===== config.mk =====
export PLATFORM = sky130hd
export DESIGN_NAME = timer_cnt_ctrl
export DESIGN_NICKNAME = d
export VERILOG_FILES = /design/src/rtl/timer_pkg.sv /design/src/rtl/timer_prescaler.sv /design/src/rtl/timer_cnt_ctrl.sv
export SDC_FILE = /design/constraint.sdc
export NUM_CORES = 1
export LEC_CHECK = 0
export ABC_AREA = 0
export BUFFER_PORTS_ARGS = -buffer_cell sky130_fd_sc_hd__buf_2
export CAP_MARGIN = 0
export CELL_PAD_IN_SITES_DETAIL_PLACEMENT = 0
export CELL_PAD_IN_SITES_GLOBAL_PLACEMENT = 1
export CORE_MARGIN = 2
export CORE_UTILIZATION = 23
export DETAILED_ROUTE_END_ITERATION = 10
export PLACE_DENSITY = 0.53
export SYNTH_ARGS = -nofsm -noshare
export SYNTH_HDL_FRONTEND = slang
export SYNTH_SLANG_ARGS = --single-unit

===== constraint.sdc =====
create_clock -name sys_clk -period 3.8 [get_ports sys_clk]
set_input_delay 0.38 -clock sys_clk [delete_from_list [all_inputs] [get_ports sys_clk]]
set_output_delay 0.38 -clock sys_clk [all_outputs]
set_load 0.02 [all_outputs]

===== src/rtl/timer_pkg.sv =====
// Shared definitions for the 64-bit timer counter controller.
package timer_pkg;

  localparam int CNT_W   = 64;
  localparam int DIV_W   = 4;
  // Largest prescaler exponent; larger selects saturate to this value.
  localparam int DIV_MAX = 8;

  typedef enum logic [1:0] {
    ST_IDLE = 2'd0,
    ST_RUN  = 2'd1,
    ST_HALT = 2'd2
  } timer_state_e;

endpackage : timer_pkg


===== src/rtl/timer_prescaler.sv =====
// Power-of-two prescaler: keeps div_cnt, decodes the tick limit from div_val,
// restarts when div_en/div_val change, and emits the counting tick.
module timer_prescaler
  import timer_pkg::*;
#(
  parameter int DIV_W = timer_pkg::DIV_W
) (
  input  logic             sys_clk,
  input  logic             sys_rst,
  input  logic             run,
  input  logic             idle,
  input  logic             div_en,
  input  logic [DIV_W-1:0] div_val,
  output logic             tick
);

  logic [7:0]       div_cnt;
  logic [7:0]       limit;
  logic             div_en_q;
  logic [DIV_W-1:0] div_val_q;
  logic             changed;

  // Limit = 2^min(div_val, DIV_MAX) - 1; selects at or above DIV_MAX give 255.
  always_comb begin
    limit = 8'hFF;
    for (int i = 0; i < DIV_MAX; i++) begin
      if (div_val == DIV_W'(i)) limit = 8'((9'd1 << i) - 9'd1);
    end
  end

  // A reprogrammed divider restarts the period and suppresses that cycle's tick.
  assign changed = (div_en != div_en_q) || (div_val != div_val_q);
  assign tick    = run && !changed && (!div_en || (div_cnt == limit));

  // div_cnt: cleared in IDLE or on reprogramming, counts in RUN, frozen otherwise.
  always_ff @(posedge sys_clk or posedge sys_rst) begin
    if (sys_rst) begin
      div_cnt   <= 8'd0;
      div_en_q  <= 1'b0;
      div_val_q <= '0;
    end else begin
      div_en_q  <= div_en;
      div_val_q <= div_val;
      if (idle || changed) begin
        div_cnt <= 8'd0;
      end else if (run && div_en) begin
        div_cnt <= (div_cnt == limit) ? 8'd0 : div_cnt + 8'd1;
      end
    end
  end

endmodule : timer_prescaler


===== src/rtl/timer_cnt_ctrl.sv =====
// Timer counter sequencing: IDLE/RUN/HALT state machine, 64-bit counter with
// software half-word loads, compare match and sticky interrupt status.
// Build option TIMER_DBG_HALT_EN: when defined, the debug HALT state and
// halt_req/halt_ack are built; otherwise halt_req is ignored and halt_ack is 0.
module timer_cnt_ctrl
  import timer_pkg::*;
#(
  parameter int CNT_W = timer_pkg::CNT_W,
  parameter int DIV_W = timer_pkg::DIV_W
) (
  input  logic             sys_clk,
  input  logic             sys_rst,
  input  logic             timer_en,
  input  logic             div_en,
  input  logic [DIV_W-1:0] div_val,
  input  logic             cnt_wr_lo,
  input  logic             cnt_wr_hi,
  input  logic [31:0]      wdata,
  input  logic [CNT_W-1:0] cmp,
  input  logic             int_en,
  input  logic             int_clr,
  input  logic             halt_req,
  output logic [CNT_W-1:0] cnt,
  output logic             cnt_en,
  output logic             halt_ack,
  output logic             int_st,
  output logic             tim_int,
  output timer_state_e     dbg_state
);

  timer_state_e state;
  logic         tick;
  logic         load;
  logic         match;

  assign dbg_state = state;

`ifndef TIMER_DBG_HALT_EN
  logic unused_halt_req;
  assign unused_halt_req = halt_req;
  assign halt_ack        = 1'b0;
`endif

  // Run/idle/halt sequencing; dropping timer_en always wins over halt release.
  always_ff @(posedge sys_clk or posedge sys_rst) begin
    if (sys_rst) begin
      state <= ST_IDLE;
`ifdef TIMER_DBG_HALT_EN
      halt_ack <= 1'b0;
`endif
    end else begin
      case (state)
        ST_IDLE: begin
          if (timer_en) state <= ST_RUN;
        end
        ST_RUN: begin
          if (!timer_en) begin
            state <= ST_IDLE;
`ifdef TIMER_DBG_HALT_EN
          end else if (halt_req) begin
            state    <= ST_HALT;
            halt_ack <= 1'b1;
`endif
          end
        end
`ifdef TIMER_DBG_HALT_EN
        ST_HALT: begin
          if (!timer_en) begin
            state    <= ST_IDLE;
            halt_ack <= 1'b0;
          end else if (!halt_req) begin
            state    <= ST_RUN;
            halt_ack <= 1'b0;
          end
        end
`endif
        default: begin
          state <= ST_IDLE;
`ifdef TIMER_DBG_HALT_EN
          halt_ack <= 1'b0;
`endif
        end
      endcase
    end
  end

  timer_prescaler #(
    .DIV_W (DIV_W)
  ) u_prescaler (
    .sys_clk (sys_clk),
    .sys_rst (sys_rst),
    .run     (state == ST_RUN),
    .idle    (state == ST_IDLE),
    .div_en  (div_en),
    .div_val (div_val),
    .tick    (tick)
  );

  // A software load takes the cycle; cnt_en only reports real increments.
  assign load   = cnt_wr_lo | cnt_wr_hi;
  assign cnt_en = tick & ~load;

  // Counter: half-word loads beat the increment; all-ones wraps silently to 0.
  always_ff @(posedge sys_clk or posedge sys_rst) begin
    if (sys_rst) begin
      cnt <= '0;
    end else if (load) begin
      if (cnt_wr_lo) cnt[31:0]       <= wdata;
      if (cnt_wr_hi) cnt[CNT_W-1:32] <= wdata;
    end else if (cnt_en) begin
      cnt <= cnt + CNT_W'(1);
    end
  end

  assign match = (cnt == cmp);

  // Sticky match status; a match in the same cycle overrides the clear strobe.
  always_ff @(posedge sys_clk or posedge sys_rst) begin
    if (sys_rst) begin
      int_st <= 1'b0;
    end else if (match) begin
      int_st <= 1'b1;
    end else if (int_clr) begin
      int_st <= 1'b0;
    end
  end

  assign tim_int = int_st & int_en;

endmodule : timer_cnt_ctrl


==> flow_metrics.tcl <==
set metrics [dict create \
    ctsLongestPathBuffers 2 \
    die_area_um2 25720 \
    r2r_start "cnt[11]" \
    worst_slack_ns 0.8690 \
    cp-end-kind "output pin" \
    largest_net_degree_at_the_start_of_global_routing 54 \
    netlist-cell-type-count 61 \
    placedCellCount 1144 \
    maxClockFrequency_mhz 341.2 \
    totalWireLength_mm 26.90 \
    htree_levels 3 \
    synth_largest_area_cell "sky130_fd_sc_hd__dfrtp_1" \
    ys_ff_latch 79 \
    synth_top_area_share 0.3515 \
    dieWidth_um 160.4 \
    p_per_area_nw_per_um2 358.4 \
    dr_wl_met3_mm 1.901 \
    crit_path_cell_chain "and4_1 -> a41o_1 -> a31oi_1 -> o31ai_2 -> buf_4 -> nand3_1 -> inv_2 -> buf_2" \
    num_rows 57 \
    core_um2 24180 \
    antenna_found_initial 0 \
    worst_vdd_drop_v 0.0002092 \
    route.detailed.wl_per_inst_um 23.19 \
    worst_hold_endpoint "dbg_state[0]" \
    floorplan.initialDensity 0.2326 \
    synth_async_sr_flop_share 1.000 \
    detailroute.wirelength.met2_mm 11.84 \
    port_buffers 175 \
    viasPerCell 5.156 \
    setup_clock_skew_after_layout_ns 0.01192 \
    numCtsBuffers 9 \
    postCtsResizedCells 0 \
    chipHeight_um 160.4 \
    timing.final.crit_period_ns 2.931 \
    run_status "finished, final reports clean" \
    timing.critical_path.max_delay_family "buffers and inverters" \
    synthTopCellsByArea "sky130_fd_sc_hd__dfrtp_1 35%, sky130_fd_sc_hd__xnor2_1 15%, sky130_fd_sc_hd__nand2_1 4.9%, sky130_fd_sc_hd__nand4_1 4.7%, sky130_fd_sc_hd__nand3_1 2.9%" \
    grt_overflow_total 0 \
    timing.slew.headroom 0.5426 \
    nets 942 \
    share_of_layout_cells_above_drive_strength_1 0.2847 \
    worst_slew_pin_slew_ns 0.6862 \
    min-delay-path-class "input port to register" \
    synthFlopType "sky130_fd_sc_hd__dfrtp_1" \
    cp.buffers_inverters 3 \
    clock_latency_ns 0.36 \
    cts_sinks 79 \
    critPathSlowestCell "sky130_fd_sc_hd__dfrtp_1" \
    first_global_vias 5743 \
    critical_path.max_fanout 16 \
    timing.final.max_slew_violations 0 \
    area_growth_pct 28.05 \
    met1Wirelength_mm 12.70 \
    worstRegToRegCells 8 \
    detail_placement_hpwl_mm 20.81 \
    arrival_ns 2.55 \
    num_vias 5981 \
    worst_hold_path.num_cells 1 \
    max_stage_delay_ns 0.47 \
    cts_tree "done" \
    place_area_um2 6912 \
    grt_first_pass_wirelength_mm 39.24 \
    netlist_instances 661 \
    n_antenna_cell 0 \
    rsz0062_at_grt "no" \
    final_cells 1160 \
    postSynthAreaPerCell_um2 8.509 \
    synth_seq_area_share 0.3515 \
    final.period_utilization 0.7713 \
    hp-start "timer_en" \
    setup-tns-final_ns 0 \
    p_leak_nw 2.861 \
    worst_r2r_endpoint "cnt[42]" \
    worst-endpoint-required_ns 3.42 \
    cap_violations 0 \
    yosys_warnings 0 \
    count_of_antenna_violating_nets_left_after_detailed_routing 0 \
    grtUsageTotal 0.2080 \
    netlist_top_cells_count "97 x sky130_fd_sc_hd__xnor2_1, 79 x sky130_fd_sc_hd__dfrtp_1, 73 x sky130_fd_sc_hd__nand2_1" \
    cts_root_buffer "sky130_fd_sc_hd__clkbuf_16" \
    setup_viol 0 \
    post_cts_hold_buffer_count 0 \
    hold_violations 0 \
    drt_first_iter_violations 570 \
    ioPinCount 179 \
    clk_transition_reported_paths_ns 0.07 \
    drc 0 \
    netlist_area_pre_place_um2 5624 \
    crit_type "register to output pin" \
    post_synth_edffs 0 \
    postCtsSetupRepairBufs 0 \
    gpl.final_weighted_congestion 0.8728 \
    reg2reg_setup_slack_ns 0.99 \
    pre_cts_slack_ns 1.064 \
    most_used_standard_cell_by_instance_count_after_synthesis "sky130_fd_sc_hd__xnor2_1" \
    drt_pass1_iterations 7 \
    fin_area_um2 7202 \
    startpoint_type "register" \
    dr.max_layer_used "met4" \
]
[how the worst max path moves through the flow]
stage                      startpoint       to  slack [ns]  depth (start not counted)
6_report       u_prescaler.div_cnt[0]   cnt_en        0.87                          8
5_1_grt        u_prescaler.div_cnt[0]   cnt_en        0.69                          8
4_1_cts        u_prescaler.div_cnt[2]   cnt_en        0.87                          8
3_5_place_dp                  cnt[11]  cnt[42]        1.06                          8
3_3_place_gp                   cnt[8]  cnt[42]        1.09                          8
2_1_floorplan                  cnt[8]  cnt[60]        1.18                          8
[final cells by class]
cell class,count,area [um2]
clock buffers,10,229.0
clock inverters,6,61.31
fillers,2653,16980
inverters,12,46.29
multi-input cells,531,3435
flip-flops and latches,79,1977
well taps,324,405.4
repair buffers,198,1049
[layout by cell type, fill, tap and decap left out, types with 3 or more instances in the layout]
master                      netlist  layout
sky130_fd_sc_hd__buf_2            5     175
sky130_fd_sc_hd__xnor2_1         97      97
sky130_fd_sc_hd__dfrtp_1         79      79
sky130_fd_sc_hd__nand2_1         73      73
sky130_fd_sc_hd__nor2_1          43      43
sky130_fd_sc_hd__nand4_1         42      42
sky130_fd_sc_hd__nand3_1         33      33
sky130_fd_sc_hd__nor3_1          29      29
sky130_fd_sc_hd__o21ai_0         28      28
sky130_fd_sc_hd__buf_4            4      23
sky130_fd_sc_hd__nor4_1          21      21
sky130_fd_sc_hd__o21ai_1         20      20
sky130_fd_sc_hd__and3_1          17      17
sky130_fd_sc_hd__xor2_1          16      16
sky130_fd_sc_hd__inv_1           11      10
sky130_fd_sc_hd__and4_1           9       9
sky130_fd_sc_hd__clkbuf_16        0       9
sky130_fd_sc_hd__and2_1           8       8
sky130_fd_sc_hd__a31oi_1          8       8
sky130_fd_sc_hd__mux2_2           8       8
sky130_fd_sc_hd__a211oi_1         7       7
sky130_fd_sc_hd__a311oi_1         7       7
sky130_fd_sc_hd__a21oi_1          7       7
sky130_fd_sc_hd__o32a_1           6       6
sky130_fd_sc_hd__o211ai_1         4       4
sky130_fd_sc_hd__clkinv_2         0       4
sky130_fd_sc_hd__nor4_2           4       4
sky130_fd_sc_hd__or4_1            3       3
sky130_fd_sc_hd__a221oi_1         3       3
[sequential cells by signal, summed over array words and instances, names as in the netlist]
| register | cells |
|---|---|
| int_st | 1 |
| u_prescaler.div_cnt | 8 |
| u_prescaler.div_en_q | 1 |
| u_prescaler.div_val_q | 4 |
| dbg_state | 1 |
| cnt | 64 |
[cells by family after synthesis]
| kind of cell | share of synthesized area |
|---|---|
| multiplexers | 0.01780 |
| AND/OR/NAND/NOR | 0.2799 |
| XOR/XNOR | 0.1760 |
| buffers and inverters | 0.03849 |
| other | 0.0006668 |
| flip-flops | 0.3515 |
| AO/OA/AOI/OAI | 0.1313 |
| adder cells (fa/ha/maj) | 0.004449 |
[metal layers]
metal | vias to the layer above | global-route usage
li1 | 2752 | -
met1 | 2941 | 0.2988
met2 | 262 | 0.3186
met3 | 26 | 0.04494
met4 | 0 | 0.04955
met5 | - | 0
[stage by stage]
step	power [mW]	hold WS [ns]	util
2_1_floorplan	1.372	0.4114	-
5_1_grt	2.693	0.1057	0.2979
3_3_place_gp	1.696	0.4884	0.2859
6_report	2.581	0.1197	0.2979
3_5_place_dp	1.693	0.4909	0.2859
4_1_cts	2.609	0.1095	0.2979
[report_power, final]
group	internal, mW	total [mW]	switching, mW	leakage (nW)
sequential	0.907	1.04	0.137	0.945
clock	0.508	0.902	0.395	0.142
combinational	0.245	0.635	0.390	1.77
total	1.66	2.58	0.922	2.86
Note: power is estimated with default switching activity, not from simulation.
